$ cat src/rtl/stream_demux.sv
// stream_demux: registered 1-to-2 valid/ready demultiplexer.
// Incoming beats are steered in bursts of BURST beats to one of two
// output register stages. The route comes from sel (mode=0) or from
// strict alternation (mode=1). Each route has its own output register,
// so a stalled consumer never blocks the other route from draining.
module stream_demux #(
    parameter int WIDTH = 8,
    parameter int BURST = 4
) (
    input  logic             clk,
    input  logic             rst,
    input  logic [WIDTH-1:0] din,
    input  logic             din_valid,
    output logic             din_ready,
    input  logic             sel,
    input  logic             mode,
    output logic [WIDTH-1:0] dout_0,
    output logic [WIDTH-1:0] dout_1,
    output logic             dout_0_valid,
    output logic             dout_1_valid,
    input  logic             dout_0_ready,
    input  logic             dout_1_ready,
    output logic             active,
    output logic [7:0]       beat_cnt
);

    typedef enum logic {
        ST_IDLE  = 1'b0,
        ST_BURST = 1'b1
    } state_t;

    // Count value held while the final beat of a burst is being accepted.
    localparam logic [7:0] LAST_CNT = 8'(BURST - 1);

    state_t           state_q, state_d;
    logic             active_q, active_d;
    logic [7:0]       cnt_q, cnt_d;
    logic             alt_q, alt_d;
    logic             mode_q, mode_d;
    logic [WIDTH-1:0] data0_q, data0_d;
    logic [WIDTH-1:0] data1_q, data1_d;
    logic             valid0_q, valid0_d;
    logic             valid1_q, valid1_d;

    logic             route_s;
    logic             ready_s;
    logic             accept_s;

    // Effective route: a fresh decision in IDLE, the locked route during a burst.
    always_comb begin
        route_s = active_q;
        if (state_q == ST_IDLE) begin
            route_s = mode ? alt_q : sel;
        end else begin
            route_s = active_q;
        end
    end

    // Input can be taken when the target register is empty or draining this cycle.
    always_comb begin
        ready_s = 1'b0;
        if (route_s) begin
            ready_s = !valid1_q || dout_1_ready;
        end else begin
            ready_s = !valid0_q || dout_0_ready;
        end
        accept_s = din_valid && ready_s;
    end

    // Output register next-state: drain on handshake, refill on accept into this route.
    always_comb begin
        valid0_d = valid0_q && !dout_0_ready;
        data0_d  = data0_q;
        valid1_d = valid1_q && !dout_1_ready;
        data1_d  = data1_q;
        if (accept_s && !route_s) begin
            valid0_d = 1'b1;
            data0_d  = din;
        end else if (accept_s && route_s) begin
            valid1_d = 1'b1;
            data1_d  = din;
        end else begin
            valid0_d = valid0_q && !dout_0_ready;
            valid1_d = valid1_q && !dout_1_ready;
        end
    end

    // Burst FSM: lock the route on the first beat, count beats, release after BURST.
    always_comb begin
        state_d  = state_q;
        active_d = active_q;
        cnt_d    = cnt_q;
        alt_d    = alt_q;
        mode_d   = mode_q;
        case (state_q)
            ST_IDLE: begin
                if (accept_s) begin
                    active_d = route_s;
                    mode_d   = mode;
                    if (BURST == 1) begin
                        // Single-beat bursts complete immediately.
                        cnt_d = 8'd0;
                        if (mode) begin
                            alt_d = ~route_s;
                        end else begin
                            alt_d = alt_q;
                        end
                    end else begin
                        cnt_d   = 8'd1;
                        state_d = ST_BURST;
                    end
                end else begin
                    state_d = ST_IDLE;
                end
            end
            ST_BURST: begin
                if (accept_s) begin
                    if (cnt_q == LAST_CNT) begin
                        state_d = ST_IDLE;
                        cnt_d   = 8'd0;
                        // Alternation uses the mode captured when the burst started.
                        if (mode_q) begin
                            alt_d = ~active_q;
                        end else begin
                            alt_d = alt_q;
                        end
                    end else begin
                        cnt_d = cnt_q + 8'd1;
                    end
                end else begin
                    state_d = ST_BURST;
                end
            end
            default: begin
                state_d = ST_IDLE;
                cnt_d   = 8'd0;
            end
        endcase
    end

    // State and output registers with synchronous reset.
    always_ff @(posedge clk) begin
        if (rst) begin
            state_q  <= ST_IDLE;
            active_q <= 1'b0;
            cnt_q    <= 8'd0;
            alt_q    <= 1'b0;
            mode_q   <= 1'b0;
            data0_q  <= {WIDTH{1'b0}};
            data1_q  <= {WIDTH{1'b0}};
            valid0_q <= 1'b0;
            valid1_q <= 1'b0;
        end else begin
            state_q  <= state_d;
            active_q <= active_d;
            cnt_q    <= cnt_d;
            alt_q    <= alt_d;
            mode_q   <= mode_d;
            data0_q  <= data0_d;
            data1_q  <= data1_d;
            valid0_q <= valid0_d;
            valid1_q <= valid1_d;
        end
    end

    assign din_ready    = ready_s;
    assign dout_0       = data0_q;
    assign dout_1       = data1_q;
    assign dout_0_valid = valid0_q;
    assign dout_1_valid = valid1_q;
    assign active       = active_q;
    assign beat_cnt     = cnt_q;

endmodule

$ cat config.mk
export PLATFORM = sky130hd
export DESIGN_NAME = stream_demux
export DESIGN_NICKNAME = d
export VERILOG_FILES = /design/src/rtl/stream_demux.sv
export SDC_FILE = /design/constraint.sdc
export NUM_CORES = 1
export LEC_CHECK = 0
export CORE_ASPECT_RATIO = 1.25
export CORE_MARGIN = 5
export CORE_UTILIZATION = 30
export DETAILED_ROUTE_END_ITERATION = 16
export PLACE_DENSITY = 0.59
export SETUP_SLACK_MARGIN = 0.4
export SYNTH_ARGS = -nofsm -noshare
export SYNTH_HDL_FRONTEND = slang
export SYNTH_SLANG_ARGS = --single-unit
$ cat constraint.sdc
create_clock -name clk -period 2.3 [get_ports clk]
set_clock_uncertainty 0.2 [all_clocks]
set_input_delay 0.46 -clock clk [delete_from_list [all_inputs] [get_ports clk]]
set_output_delay 0.46 -clock clk [all_outputs]
set_load 0.005 [all_outputs]
==> metrics <==
DRT iter0 DRCs 35; Chip Height 85.0 microns; P per Cell Area 578 nW/um^2; Hold Crit Depth 3; Inserted Diodes 0; total of buffers placed on input and output ports 42; Site Rows 27; number of ports placed on the die boundary 43; Relative slew margins 77.0%; setup repair after global routing missed its margin true; routed length on met1 1.56 mm; placed cell areas 1950 sq um; signal arrival time at the worst endpoint 1.44 ns; GRT Residual Overflow 0; commonest cells in the netlist sky130_fd_sc_hd__dfxtp_1, sky130_fd_sc_hd__nor2_1, sky130_fd_sc_hd__mux2i_1, sky130_fd_sc_hd__a21oi_1, sky130_fd_sc_hd__o21ai_0; wire per inst 13.9 microns; terminating pin of the worst hold path mode_q$_SDFFE_PP0P_; antenna violations before repair 0; vias in the first global route 1367; startpoint of the tightest hold check path mode; required time of the critical path 1.64 ns; Register-to-Register Setup Slack 0.27 ns; most instantiated library cell after synthesis sky130_fd_sc_hd__dfxtp_1; aggregate negative setup slack 0 ns; Core Area 4390 sq um; first-pass iteration count of the detailed router 4; number of buffers between clock root and the deepest sink 2; detail-routed via count per cell 4.79; # Max-Cap Violations 0; Total Wirelength 3.80 mm; Area growth syn-to-layout 69.3%; synthesized net count 160; setup-violating endpoint count in the final report 0; Final Total Pwr 0.00132 W; share of the yosys chip area belonging to registers 44.4%; global-route wire length before repair 6.31 mm; Hold-fix buffers, CTS 0; Syn Std Cell Area 1350 sq um; fraction of final layout cells sized beyond drive strength 1 33.5%; maximum achievable frequency 476 MHz; post-layout instance area 2290 sq um; Skew-Pair Late Insertion Delay 0.27 ns; library cell occupying the most area in the post-synthesis netlist sky130_fd_sc_hd__dfxtp_1; count of pins over their slew limit 0; final worst-path cycle share 91.4%; clock root cell sky130_fd_sc_hd__clkbuf_8; final critical path time including I/O delays and setup 2.10 ns; final weighted congestion of routability-driven global placement 0.877; clock tree sinks 30; CTS tree built; Synth Register Bits 30; total clock buffers created by CTS 5; endpoint of the worst register-to-register path beat_cnt[5]$_SDFFE_PP0P_; top layer in use met3; maximum number of pins on one net before global-route repair 31; slew at the pin closest to its max-slew limit 0.344 ns; number of enable-type register cells in the synthesized netlist 0; all-layer global routing usage 12.9%; chip width 70.0 microns; Final Hold Violating Endpoints 0; Antenna Nets Post-Route 0; FFs w/ async S/R, synth 0%; DRC viols 0; result of the run completed; net total in the final layout 230; met2 WL 1.96 mm; Total Die Area 5960 sq um; Post-Synthesis Cells 144; yosys synthesis warning count 0; met3 wire len 276 microns; nature of the critical path endpoint output port; H-tree depth reported by CTS 2; CTS clock-pin slew for the worst setup and hold paths 0.06 ns; Initial Util 30.8%; Worst Setup Path Type register to output port; FF-to-FF path depth 6; top area cells in the synthesized netlist sky130_fd_sc_hd__dfxtp_1, sky130_fd_sc_hd__mux2i_1, sky130_fd_sc_hd__nor2_1; leading register cell type out of synthesis sky130_fd_sc_hd__dfxtp_1; peak supply drop 0.374 mV; Mapped Avg Cell Area 9.38 sq um; placed wire-length estimate after detailed placement 2.65 mm; Unique masters post-synth 36; critical path fanouts, max 2; beginning of the worst register-to-register path beat_cnt[1]$_SDFFE_PP0P_; Setup crit start kind register; leakage power 0.985 nW; top-area cell type share of the netlist area 44.4%; min-delay worst type input port to register; vias 1307
## cell type report
cell class / count / area, sq um
flip-flops and latches: 30 / 624
clock inverters: 1 / 5.00
well taps: 58 / 72.6
repair buffers: 70 / 644
clock buffers: 7 / 86.3
multi-input cells: 105 / 847
fillers: 440 / 2100
inverters: 2 / 7.51
## worst max path at each step
| stage | start | cells past startpoint | endpoint |
|---|---|---|---|
| 6_report | alt_q$_SDFFE_PP0P_ | 4 | din_ready |
| 4_1_cts | alt_q$_SDFFE_PP0P_ | 4 | din_ready |
| 5_1_grt | alt_q$_SDFFE_PP0P_ | 4 | din_ready |
| 2_1_floorplan | beat_cnt[1]$_SDFFE_PP0P_ | 6 | beat_cnt[4]$_SDFFE_PP0P_ |
| 3_3_place_gp | mode | 5 | din_ready |
| 3_5_place_dp | mode | 5 | din_ready |
## cells by family after synthesis
| family | after synthesis | synth area share (%) |
|---|---|---|
| buffers and inverters | 9 | 3.43 |
| adders and majority gates | 1 | 0.926 |
| and+or+nand+nor | 54 | 20.4 |
| AOI/OAI and AO/OA | 28 | 14.4 |
| DFF | 30 | 44.4 |
| muxes | 22 | 16.5 |
## through the flow
| step | hold WS [ns] | util (%) | std cells | setup WS (ns) |
|---|---|---|---|---|
| 6_report | 0.224 | 52.1 | 273 | 0.197 |
| 5_1_grt | 0.241 | 52.1 | 273 | 0.153 |
| 4_1_cts | 0.215 | 49.3 | 263 | 0.152 |
| 3_5_place_dp | 0.288 | 44.4 | 250 | -0.594 |
| 3_3_place_gp | 0.277 | 44.4 | 250 | -0.589 |
| 2_1_floorplan | 0.280 | - | 144 | 0.323 |
## cells in the final DEF, fill, tap and decap left out, types with 2 or more instances in the layout
cell type | synthesis | layout
sky130_fd_sc_hd__clkdlybuf4s50_1 | 0 | 34
sky130_fd_sc_hd__buf_4 | 1 | 25
sky130_fd_sc_hd__nor2_1 | 23 | 23
sky130_fd_sc_hd__dfxtp_1 | 30 | 21
sky130_fd_sc_hd__mux2i_1 | 20 | 20
sky130_fd_sc_hd__a21oi_1 | 8 | 7
sky130_fd_sc_hd__nand3_1 | 6 | 6
sky130_fd_sc_hd__clkbuf_8 | 0 | 6
sky130_fd_sc_hd__nand2_1 | 6 | 5
sky130_fd_sc_hd__dfxtp_4 | 0 | 5
sky130_fd_sc_hd__buf_6 | 1 | 5
sky130_fd_sc_hd__nor2b_1 | 5 | 4
sky130_fd_sc_hd__dfxtp_2 | 0 | 4
sky130_fd_sc_hd__nand2b_1 | 5 | 3
sky130_fd_sc_hd__o21ai_2 | 1 | 3
sky130_fd_sc_hd__o21ai_1 | 1 | 3
sky130_fd_sc_hd__dlymetal6s2s_1 | 0 | 3
sky130_fd_sc_hd__nand2b_4 | 0 | 2
sky130_fd_sc_hd__mux2_4 | 0 | 2
sky130_fd_sc_hd__o21ai_0 | 7 | 2
sky130_fd_sc_hd__inv_1 | 2 | 2
sky130_fd_sc_hd__o31ai_2 | 0 | 2
sky130_fd_sc_hd__o32ai_2 | 1 | 2
sky130_fd_sc_hd__dlygate4sd2_1 | 0 | 2
## per-layer routing
| metal | up-vias | track usage [%] |
|---|---|---|
| met2 | 38 | 23.5 |
| met1 | 618 | 13.4 |
| li1 | 651 | - |
| met5 | - | 0 |
| met3 | 0 | 6.52 |
| met4 | 0 | 2.44 |
## critical path: stages (launching register included)
cell and delay, ns:
sky130_fd_sc_hd__dfxtp_2 0.32, sky130_fd_sc_hd__mux2_4 0.27, sky130_fd_sc_hd__o21ai_4 0.14, sky130_fd_sc_hd__mux2_4 0.32, sky130_fd_sc_hd__buf_6 0.12
## power by group
| group | switching (W) | total (W) | internal [W] |
|---|---|---|---|
| sequential | 0.0000234 | 0.000572 | 0.000549 |
| combinational | 0.000138 | 0.000322 | 0.000184 |
| clock | 0.000187 | 0.000428 | 0.000241 |
## repair_timing
| action | 4_1_cts | 5_1_grt |
|---|---|---|
| setup endpoints to repair | 35 | 15 |
| resized for setup | 39 | 13 |
| pin swaps | 6 | 5 |
| cloned | 0 | 0 |
| buffers inserted | 5 | 10 |
No activity file was read; power rests on OpenSTA's default activity.
